**src/rtl/seg7_scan_driver.sv**
```systemverilog
// Time-multiplexed scanner for a common-anode 7-segment display with tear-free frame-boundary updates.
// Optional build macro SEG7_LEADING_ZERO_BLANK_EN suppresses leading-zero digits above digit 0.
module seg7_scan_driver #(
  parameter int DIGITS      = 4,
  parameter int REFRESH_DIV = 50000
) (
  input  logic                  clk,
  input  logic                  rst_n,
  input  logic [4*DIGITS-1:0]   data_in,
  input  logic                  data_valid,
  output logic                  data_ready,
  output logic [3:0]            digit_out,
  output logic [DIGITS-1:0]     an,
  output logic                  blank,
  output logic                  frame_tick
);

  localparam int IDX_W = (DIGITS > 1) ? $clog2(DIGITS) : 1;
  localparam int PRE_W = (REFRESH_DIV > 1) ? $clog2(REFRESH_DIV) : 1;
  localparam logic [PRE_W-1:0]  PRE_LAST = PRE_W'(REFRESH_DIV - 1);
  localparam logic [IDX_W-1:0]  IDX_LAST = IDX_W'(DIGITS - 1);
  localparam logic [DIGITS-1:0] AN_ONE   = DIGITS'(1);

  logic [PRE_W-1:0]    presc_q, presc_d;
  logic [IDX_W-1:0]    idx_q, idx_d;
  logic [4*DIGITS-1:0] active_q, active_d;
  logic [4*DIGITS-1:0] shadow_q, shadow_d;
  logic                pending_q, pending_d;
  logic                ready_q, ready_d;
  logic [3:0]          digit_q, digit_d;
  logic [DIGITS-1:0]   an_q, an_d;
  logic                blank_q, blank_d;
  logic                tick_q, tick_d;
  logic                tc, frame_end, xfer;

  function automatic logic [3:0] nibble_at(input logic [4*DIGITS-1:0] v,
                                           input logic [IDX_W-1:0]    k);
    return v[4*k +: 4];
  endfunction

`ifdef SEG7_LEADING_ZERO_BLANK_EN
  // Digit k>0 is blank when it and every nibble above it are zero.
  function automatic logic lead_zero(input logic [4*DIGITS-1:0] v,
                                     input logic [IDX_W-1:0]    k);
    logic z;
    z = 1'b1;
    for (int j = 0; j < DIGITS; j++) begin
      if (j >= int'(k) && v[4*j +: 4] != 4'h0) z = 1'b0;
    end
    return z && (k != '0);
  endfunction
`endif

  always_comb begin
    tc        = (presc_q == PRE_LAST);
    frame_end = tc && (idx_q == IDX_LAST);
    xfer      = data_valid && ready_q;

    presc_d   = tc ? '0 : presc_q + PRE_W'(1);
    idx_d     = idx_q;
    if (tc) idx_d = (idx_q == IDX_LAST) ? '0 : idx_q + IDX_W'(1);

    active_d  = active_q;
    shadow_d  = shadow_q;
    pending_d = pending_q;
    // ready_q == !pending_q, so a transfer and a commit never coincide;
    // a transfer on the boundary cycle therefore waits a full frame.
    if (frame_end && pending_q) begin
      active_d  = shadow_q;
      pending_d = 1'b0;
    end
    if (xfer) begin
      shadow_d  = data_in;
      pending_d = 1'b1;
    end
    ready_d   = !pending_d;

    digit_d   = nibble_at(active_d, idx_d);
    an_d      = ~(AN_ONE << idx_d);
    blank_d   = 1'b0;
`ifdef SEG7_LEADING_ZERO_BLANK_EN
    if (lead_zero(active_d, idx_d)) begin
      blank_d = 1'b1;
      an_d    = '1;
    end
`endif
    tick_d    = frame_end;
  end

  always_ff @(posedge clk) begin
    if (!rst_n) begin
      presc_q   <= '0;
      idx_q     <= '0;
      active_q  <= '0;
      shadow_q  <= '0;
      pending_q <= 1'b0;
      ready_q   <= 1'b1;
      digit_q   <= '0;
      an_q      <= '1;
      blank_q   <= 1'b0;
      tick_q    <= 1'b0;
    end else begin
      presc_q   <= presc_d;
      idx_q     <= idx_d;
      active_q  <= active_d;
      shadow_q  <= shadow_d;
      pending_q <= pending_d;
      ready_q   <= ready_d;
      digit_q   <= digit_d;
      an_q      <= an_d;
      blank_q   <= blank_d;
      tick_q    <= tick_d;
    end
  end

  assign data_ready = ready_q;
  assign digit_out  = digit_q;
  assign an         = an_q;
  assign blank      = blank_q;
  assign frame_tick = tick_q;

endmodule

```
**config.mk**
```make
export PLATFORM = sky130hd
export DESIGN_NAME = seg7_scan_driver
export DESIGN_NICKNAME = d
export VERILOG_FILES = /design/src/rtl/seg7_scan_driver.sv
export SDC_FILE = /design/constraint.sdc
export NUM_CORES = 1
export LEC_CHECK = 0
export BUFFER_PORTS_ARGS = -buffer_cell sky130_fd_sc_hd__buf_2
export CAP_MARGIN = 20
export CORE_AREA = 8 8 73 81
export CTS_CLUSTER_SIZE = 16
export DETAILED_ROUTE_END_ITERATION = 7
export DIE_AREA = 0 0 81 89
export PLACE_DENSITY = 0.79
export SLEW_MARGIN = 20
export SYNTH_ARGS = -nofsm -noshare
export SYNTH_HDL_FRONTEND = slang
export SYNTH_SLANG_ARGS = --single-unit
```
**constraint.sdc**
```tcl
create_clock -name clk -period 3.65 [get_ports clk]
set_input_delay 0 -clock clk [delete_from_list [all_inputs] [get_ports clk]]
set_output_delay 0 -clock clk [all_outputs]
set_load 0.03 [all_outputs]
```
==> results_dict.tcl, run 1 <==
set metrics [dict create \
    p_sw_share_pct 22.6 \
    cts_setup_buffers 0 \
    status "complete, no violations" \
    path_clk_slew_ns 0.06 \
    start_util_pct 57.8 \
    rsz0062_at_grt "no" \
    wirelength_um 5840 \
    p_leak_nw 1.20 \
    cts_buffer_depth 2 \
    dp.final_hpwl_um 3720 \
    fp.dieArea_sq_mm 0.00721 \
    ant_nets 0 \
    p_seq_share_pct 53.2 \
    slew_viol_final 0 \
    synth-edff-count 0 \
    core_area_sq_mm 0.00455 \
    ff2ff_setup_slack_ns 1.23 \
    dpl_worst_slack_ns 1.35 \
    hold_ws_ns 0.356 \
    placed_cells 383 \
    grt_max_degree 38 \
    comb_power_share_pct 5.6 \
    setup_viol 0 \
    synth_flop_cell "dfxtp_1" \
    vias_per_cell 5.46 \
    maxSlewHeadroom_pct 58.6 \
    synth_seq_area_share_pct 46.4 \
    h-tree-depth 3 \
    dr.pass1.iters 4 \
    synth_area_sq_mm 0.00263 \
    synth_nets 339 \
    setup_slack_ns 1.23 \
    diodes 0 \
    powerDensity_mw_per_mm2 424 \
    timing.rr.end "active_q[2]$_SDFF_PN0_" \
    syn_area_per_cell_sq_um 8.27 \
    fillers 375 \
    fmax_mhz 414 \
    finalSetupTns_ns 0 \
    worst_hold_startpoint "data_valid" \
    first_global_vias 2086 \
    grt_pass1_wl_um 9590 \
    critPathLaunchType "register" \
    ys_warn_count 0 \
    chipWidth_um 81 \
    gp_congestion 0.891 \
    synth_common_cells "nand2_1 (79), dfxtp_1 (61), a21oi_1 (37)" \
    arrival_ns 2.68 \
    hold-path-endpoint "shadow_q[1]$_SDFFE_PN0P_" \
    syn2layout_area_growth_pct 17.3 \
    cap_violations 0 \
    wl_per_cell_um 14.1 \
    hold_path_class "input pin to register" \
    cp.required_ns 3.91 \
    synth.most_common_cell "nand2_1" \
    synthCells 318 \
    synth_top_area_share_pct 46.4 \
    boundaryPins 30 \
    die_y_um 89 \
    power.internal_w 0.00101 \
    synthArstFlopShare_pct 0 \
    post-route-util_pct 67.8 \
    antenna_found_initial 0 \
    yosys.area.top_type "dfxtp_1" \
    p_sw_w 0.000295 \
    grt.total_usage_pct 17.2 \
    yosys-top-cells-area "dfxtp_1 (46%), nand2_1 (11%), a21oi_1 (7.0%)" \
    grt_overflow 0 \
    row_count 26 \
    tightest_slew_ns 0.622 \
    critPathCaptureType "register" \
    io_buffers 28 \
    drc_errors 0 \
    post-route-min-period_ns 2.42 \
    reg2regPathDepth 6 \
    vias 2267 \
    path_max_fanout 17 \
    clock_latency_ns 0.33 \
    min_delay_path_depth 4 \
    finClkSkew_ns 0.00564 \
    first_iter_violations 201 \
    fin_cells 415 \
    finalNetCount 376 \
    cts-root-buf "clkbuf_8" \
    cts_sinks 61 \
    drive_gt1_share_pct 13.4 \
    ys_types 43 \
    ys_ff_latch 61 \
    peakVddDrop_mv 0.353 \
    hold_viol 0 \
    cts_tree "done" \
    rr_startpoint "presc_q[0]$_SDFF_PP0_" \
    clkPwrFrac_pct 41.2 \
    finalCritPeriodShare_pct 66.2 \
    path_class "register to register" \
    cts_buffers 9 \
]
-- cells by family (layout without fill, tap and decap cells) --
logic type	count (synthesis)	in the layout	share of synthesized area [%]
simple gates	150	150	26.3
xor+xnor	13	13	4.33
flops	61	61	46.4
buf+inv	24	65	4.61
mux	10	10	4.80
fa+ha+maj	2	2	0.951
other cells	1	1	0.143
compound gates	57	57	12.5
-- layer usage --
layer,up-vias,global-route usage (%),routed length [um]
li1,1151,-,-
met1,1051,19.9,2630
met2,53,27.7,2670
met3,12,4.73,363
met4,0,9.76,184
met5,-,0,0
-- worst max-delay path: stages, from the launching register on --
cell and delay (ns):
dfxtp_1 0.38, ha_1 0.25, and3_1 0.23, and4_1 0.59, and2_1 0.61, nand2_1 0.12, a21oi_1 0.16
-- sequential cells by signal, indices dropped and copies added, names as in the netlist --
register	flops
active_q	16
presc_q	16
shadow_q	16
an	4
digit_out	4
idx_q	2
data_ready	1
frame_tick	1
pending_q	1
-- placed cells by master, fill, tap and decap left out, types with 2 or more instances in the layout --
master         netlist  routed
nor3b_1              2       2
a211oi_1             2       2
and3_1               7       7
nor4_1               3       3
and4b_1              2       2
ha_1                 2       2
a31oi_1              2       2
nor3_1               3       3
nor2_1              26      26
mux2i_1              7       7
o211ai_1             2       2
nand2b_1             2       2
inv_1                4       4
and2_1               5       5
and4_1               2       2
buf_2                4      28
dlygate4sd3_1        0      17
nand3_1              9       9
nand2_1             79      79
xnor2_1              5       5
nand4_1              5       5
clkbuf_1            10       2
xor2_1               8       8
o22ai_1              3       3
a21oi_1             37      37
clkbuf_8             0      12
or3_1                2       2
o21ai_0              5       5
dfxtp_1             61      61
-- power groups by stage --
stage / combinational [W] / clock (W) / sequential, W
final: 0.0000727 / 0.000539 / 0.000695
after global routing: 0.0000812 / 0.000580 / 0.000697
after CTS: 0.0000719 / 0.000549 / 0.000695
after detailed placement: 0.0000577 / 0 / 0.000709
after global placement: 0.0000575 / 0 / 0.000709
after floorplan: 0.0000385 / 0 / 0.000708
-- final cells by class --
cell class	count	area [sq um]	share of cell area, %
inverter	5	18.8	0.608
timing repair buffer	45	310	10.1
sequential	61	1220	39.6
tap	56	70.1	2.27
clock inverter	1	5.00	0.162
multi-input combinational	233	1290	41.8
clock buffer	14	173	5.59
-- through the flow --
step / instance area [sq um] / total power [W]
2_1_floorplan: 2630 / 0.000747
3_3_place_gp: 2740 / 0.000766
3_5_place_dp: 2740 / 0.000767
4_1_cts: 3090 / 0.00132
5_1_grt: 3090 / 0.00136
6_report: 3090 / 0.00131
-- worst max path at each step --
stage | start | to | slack [ns]
3_3_place_gp | idx_q[1]$_SDFF_PN0_ | active_q[8]$_SDFF_PN0_ | 1.33
6_report | presc_q[0]$_SDFF_PP0_ | active_q[2]$_SDFF_PN0_ | 1.23
3_5_place_dp | presc_q[0]$_SDFF_PP0_ | active_q[0]$_SDFF_PN0_ | 1.35
2_1_floorplan | presc_q[0]$_SDFF_PP0_ | digit_out[2]$_SDFF_PN0_ | 1.88
4_1_cts | presc_q[0]$_SDFF_PP0_ | active_q[2]$_SDFF_PN0_ | 1.27
5_1_grt | presc_q[0]$_SDFF_PP0_ | active_q[12]$_SDFF_PN0_ | 1.04
-- repair_timing --
action	CTS	global route
hold buffers	17	0
hold endpoints to repair	18	0
endpoints found under the setup margin	0	0
resized for setup	0	0
(Power assumes the default switching activity.)
==> run 2, diff against run 1 <==
- CORE_AREA: 8 8 73 81 -> 8 8 77 86
- DIE_AREA: 0 0 81 89 -> 0 0 85 94
- PLACE_DENSITY: 0.79 -> 0.74
- clock period: 3.65 -> 1.95 ns (I/O delays scaled with it)
==> run 2 against run 1 <==
Utilization fell by 5.2 points; register-to-register slack got worse by 1.2 ns; hold slack worse by 0.077 ns; critical endpoint is now an[3]$_SDFF_PN1_.
==> results_dict.tcl, run 2 (same netlist as run 1, synthesis figures left out) <==
set metrics [dict create \
    status "complete, no violations" \
    cts_buffer_depth 2 \
    arrival_ns 2.11 \
    cap_violations 0 \
    cp.required_ns 2.17 \
    critPathCaptureType "register" \
    min_delay_path_depth 5 \
    hold_viol 0 \
    dr.pass1.iters 4 \
    io_buffers 28 \
    first_iter_violations 175 \
    cts_sinks 61 \
    critPathLaunchType "register" \
    post-route-min-period_ns 1.89 \
    diodes 0 \
    first_global_vias 2247 \
    finalNetCount 388 \
    die_y_um 94 \
    finClkSkew_ns 0.0140 \
    grt_pass1_wl_um 10200 \
    syn2layout_area_growth_pct 24.2 \
    dp.final_hpwl_um 3990 \
    dpl_worst_slack_ns 0.0497 \
    antenna_found_initial 0 \
    final_common_cell "nand2_1" \
    wl_per_cell_um 14.1 \
    hold_path_class "input pin to register" \
    cts_buffers 9 \
    start_util_pct 50.4 \
    final_cell_mix "nand2_1 (79), dfxtp_1 (61), a21oi_1 (37)" \
    chipWidth_um 85 \
    h-tree-depth 3 \
    fp.dieArea_sq_mm 0.00799 \
    setup_slack_ns 0.0634 \
    boundaryPins 30 \
    finalCritPeriodShare_pct 96.7 \
    gp_congestion 0.858 \
    cts_tree "done" \
    row_count 28 \
    ant_nets 0 \
    vias_per_cell 5.50 \
    path_class "register to register" \
    reg2regPathDepth 7 \
    clock_latency_ns 0.34 \
    grt.total_usage_pct 16.1 \
    p_leak_nw 1.28 \
    largest_registers "active_q: 16 flops, presc_q: 16 flops, shadow_q: 16 flops" \
    slew_viol_final 0 \
    grt_max_degree 38 \
    path_clk_slew_ns 0.08 \
    tightest_slew_ns 0.620 \
    drc_errors 0 \
    path_max_fanout 17 \
    fmax_mhz 530 \
    cts-root-buf "clkbuf_8" \
    setup_viol 0 \
    peakVddDrop_mv 0.658 \
    wirelength_um 6080 \
    core_area_sq_mm 0.00522 \
    totalPowerFinal_w 0.00268 \
    drive_gt1_share_pct 18.3 \
    vias 2374 \
    powerDensity_mw_per_mm2 821 \
    maxSlewHeadroom_pct 58.6 \
    grt_overflow 0 \
]
[run 2: cell types whose count changed in the layout (fill, tap and decap cells not counted), moves of 2 or more]
cell	before	now
clkbuf_1	2	0
bufinv_16	0	2
clkbuf_8	12	9
buf_12	0	2
clkinvlp_4	0	3
clkinv_4	0	2
buf_4	0	10
[run 2: final cells by class]
cell class | instances | area (sq um)
Sequential cell | 61 | 1220
Clock inverter | 7 | 100
Multi-Input combinational cell | 233 | 1300
Inverter | 5 | 18.8
Tap cell | 60 | 75.1
Fill cell | 422 | 1950
Clock buffer | 9 | 124
Timing Repair Buffer | 57 | 425
[run 2: repair_timing]
action,4_1_cts,5_1_grt
endpoints found under the hold margin,18,0
buffers inserted,0,1
hold buffers,17,0
gates resized for setup,0,5
endpoints found under the setup margin,0,22
[run 2: final timing paths]
path	start	slack, ns	endpoint
max	presc_q[0]$_SDFF_PP0_	0.06	an[3]$_SDFF_PN1_
min	data_valid	0.28	shadow_q[12]$_SDFFE_PN0P_
max reg2reg	presc_q[0]$_SDFF_PP0_	0.06	an[3]$_SDFF_PN1_
min reg2reg	shadow_q[13]$_SDFFE_PN0P_	0.46	shadow_q[13]$_SDFFE_PN0P_
[run 2: power by group]
part,total (W),switching (W),internal (W)
combinational,0.000144,0.0000789,0.0000655
clock,0.00124,0.000520,0.000722
sequential,0.00130,0.0000218,0.00128
[run 2: layer usage]
layer  wire, um  global-route usage [%]  vias up
li1           -                       -     1182
met4        130                    9.21        0
met5          0                       0        -
met2       2750                    25.5       81
met3        384                    4.46       14
met1       2810                    19.3     1097
[run 2: stage by stage]
step                util [%]  cell area [sq um]  std cells  hold slack [ns]  setup TNS (ns)
floorplan                  -               2630        318            0.136               0
detailed placement      54.6               2850        398            0.246               0
CTS                     62.2               3250        431            0.275               0
global route            62.6               3270        432            0.298         -0.0302
finish                  62.6               3270        432            0.279               0
global placement        54.6               2850        398            0.241               0
[run 2: critical path: stages, from the launching register on]
cell and delay, ns:
dfxtp_1 0.34, ha_1 0.22, and3_4 0.19, and4_4 0.17, buf_12 0.14, mux2i_4 0.20
buf_4 0.16, or3_1 0.33
==> run 3, diff against run 2 <==
==> constraint.sdc (replaced) <==
create_clock -name clk -period 1.6 [get_ports clk]
set_input_delay 0 -clock clk [delete_from_list [all_inputs] [get_ports clk]]
set_output_delay 0 -clock clk [all_outputs]
set_load 0.01 [all_outputs]
==> run 3 against run 2 <==
The flow now finishes with violations (setup timing); critical path depth is 1 lower; total power is 19% higher; fmax is 5.4% higher; sequential power is 22% higher; sequential share of layout area is 2.2 points lower; critical endpoint is now digit_out[1]$_SDFF_PN0_; cell area is 6.7% higher; cell count is 5.6% higher.
==> results_dict.tcl, run 3 (same netlist as run 1, synthesis figures left out) <==
set metrics [dict create \
    final_common_cell "nand2_1" \
    reg2regPathDepth 6 \
    first_iter_violations 221 \
    die_y_um 94 \
    slowest_delay_ns 0.35 \
    grt_pass1_wl_um 10600 \
    setup_viol 26 \
    vias_per_cell 5.31 \
    h-tree-depth 3 \
    io_buffers 28 \
    row_count 28 \
    ant_nets 0 \
    gp_congestion 0.936 \
    slew_viol_final 0 \
    cts_buffer_depth 2 \
    cp_slowest_cell "dfxtp_1" \
    vias 2423 \
    syn2layout_area_growth_pct 32.6 \
    finClkSkew_ns 0.00375 \
    path_max_fanout 7 \
    cts_sinks 61 \
    path_class "register to register" \
    arrival_ns 2.02 \
    hold_path_class "input pin to register" \
    dpl_worst_slack_ns -0.116 \
    fmax_mhz 558 \
    p_leak_nw 1.42 \
    min_delay_path_depth 4 \
    cts_tree "done" \
    post-route-min-period_ns 1.79 \
    hold_ws_ns 0.163 \
    clock_latency_ns 0.34 \
    wl_per_cell_um 14.2 \
    critPathLaunchType "register" \
    dp.final_hpwl_um 4330 \
    totalPowerFinal_w 0.00319 \
    rr_startpoint "presc_q[7]$_SDFF_PP0_" \
    placed_cells 423 \
    critPathCaptureType "register" \
    fin_cells 456 \
    fp.dieArea_sq_mm 0.00799 \
    grt_max_degree 27 \
    tightest_slew_ns 0.567 \
    cp.required_ns 1.82 \
    crit_cells 6 \
    cp_top_family "simple AND/OR/NAND/NOR gates" \
    final_cell_mix "nand2_1 (79), dfxtp_1 (57), a21oi_1 (35)" \
    drc_errors 0 \
    p_seq_share_pct 49.7 \
    finalNetCount 412 \
    boundaryPins 30 \
    first_global_vias 2291 \
    diodes 0 \
    comb_power_share_pct 5.9 \
    wirelength_um 6470 \
    grt_overflow 0 \
    drive_gt1_share_pct 26.0 \
    antenna_found_initial 0 \
    path_clk_slew_ns 0.06 \
    power.internal_w 0.00249 \
    worst_hold_startpoint "data_valid" \
    core_area_sq_mm 0.00522 \
    powerDensity_mw_per_mm2 916 \
    grt.total_usage_pct 16.7 \
    start_util_pct 50.4 \
    startpoint "presc_q[7]$_SDFF_PP0_" \
    fillers 420 \
    p_sw_share_pct 22.1 \
    dr.pass1.iters 4 \
    clkPwrFrac_pct 44.5 \
    peakVddDrop_mv 0.601 \
    path_buf_inv 1 \
    maxSlewHeadroom_pct 62.1 \
    cts-root-buf "clkbuf_8" \
    status "finished, violations left" \
    finalCritPeriodShare_pct 112 \
    crit_chain "nor4_2, and4_4, buf_6, mux2i_4, nand2b_4, o22ai_2" \
    setup_slack_ns -0.191 \
    hold_viol 0 \
    rsz0062_at_grt "yes" \
    largest_registers "active_q: 16 flops, presc_q: 16 flops, shadow_q: 16 flops" \
    p_sw_w 0.000707 \
    violations "setup timing" \
    chipWidth_um 85 \
    cap_violations 0 \
    cts_buffers 9 \
]
run 3: changes by cell type in the layout (fill, tap and decap cells not counted), sizes merged:
cell      before  now
clkbuf         9   12
bufinv         2    1
clkinvlp       3    0
clkinv         2    3
buf           40   64
run 3: cell type report:
class	count	area (sq um)	share of cell area, %
Clock inverter	4	45.0	1.29
Tap cell	60	75.1	2.15
Timing Repair Buffer	81	608	17.4
Multi-Input combinational cell	233	1350	38.7
Sequential cell	61	1230	35.2
Clock buffer	12	165	4.73
Inverter	5	18.8	0.538
run 3: tightest hold or removal path: cells and delay by family:
family                 cells  cell delay (ns)
AO/OA/AOI/OAI              1             0.05
AND/OR/NAND/NOR            2             0.30
buffers and inverters      1             0.11
run 3: layer usage:
| metal | vias to the layer above | wire [um] | global-route usage (%) |
|---|---|---|---|
| met3 | 16 | 376 | 4.90 |
| met5 | - | 0 | 0 |
| met1 | 1121 | 2950 | 20.1 |
| li1 | 1222 | - | - |
| met4 | 0 | 213 | 10.1 |
| met2 | 64 | 2930 | 25.9 |
run 3: what timing repair did:
item | 4_1_cts | 5_1_grt
hold endpoints to repair | 18 | 0
hold buffers | 17 | 0
setup buffers | 0 | 0
pin swaps | 1 | 3
endpoints found under the setup margin | 25 | 29
resized for setup | 3 | 12
run 3: power groups by stage:
stage | sequential, W | clock (W) | combinational, W
3_5_place_dp | 0.00162 | 0 | 0.000153
4_1_cts | 0.00159 | 0.00145 | 0.000185
5_1_grt | 0.00159 | 0.00151 | 0.000209
3_3_place_gp | 0.00162 | 0 | 0.000151
2_1_floorplan | 0.00161 | 0 | 0.0000877
6_report | 0.00159 | 0.00142 | 0.000187
run 3: final timing paths:
kind                                     to  slack, ns
hold / removal    shadow_q[15]$_SDFFE_PN0P_       0.16
setup reg to reg    digit_out[1]$_SDFF_PN0_      -0.19
hold reg to reg   shadow_q[13]$_SDFFE_PN0P_       0.46
setup / recovery    digit_out[1]$_SDFF_PN0_      -0.19
run 3: through the flow:
step                      instance area (sq um)  utilization (%)  TNS (ns)
after floorplan                            2660                -   -0.0528
after global placement                     3050             58.4    -0.207
after detailed placement                   3050             58.4    -0.821
after CTS                                  3440             65.9     -1.33
after global routing                       3490             66.8     -4.44
final                                      3490             66.8     -2.15
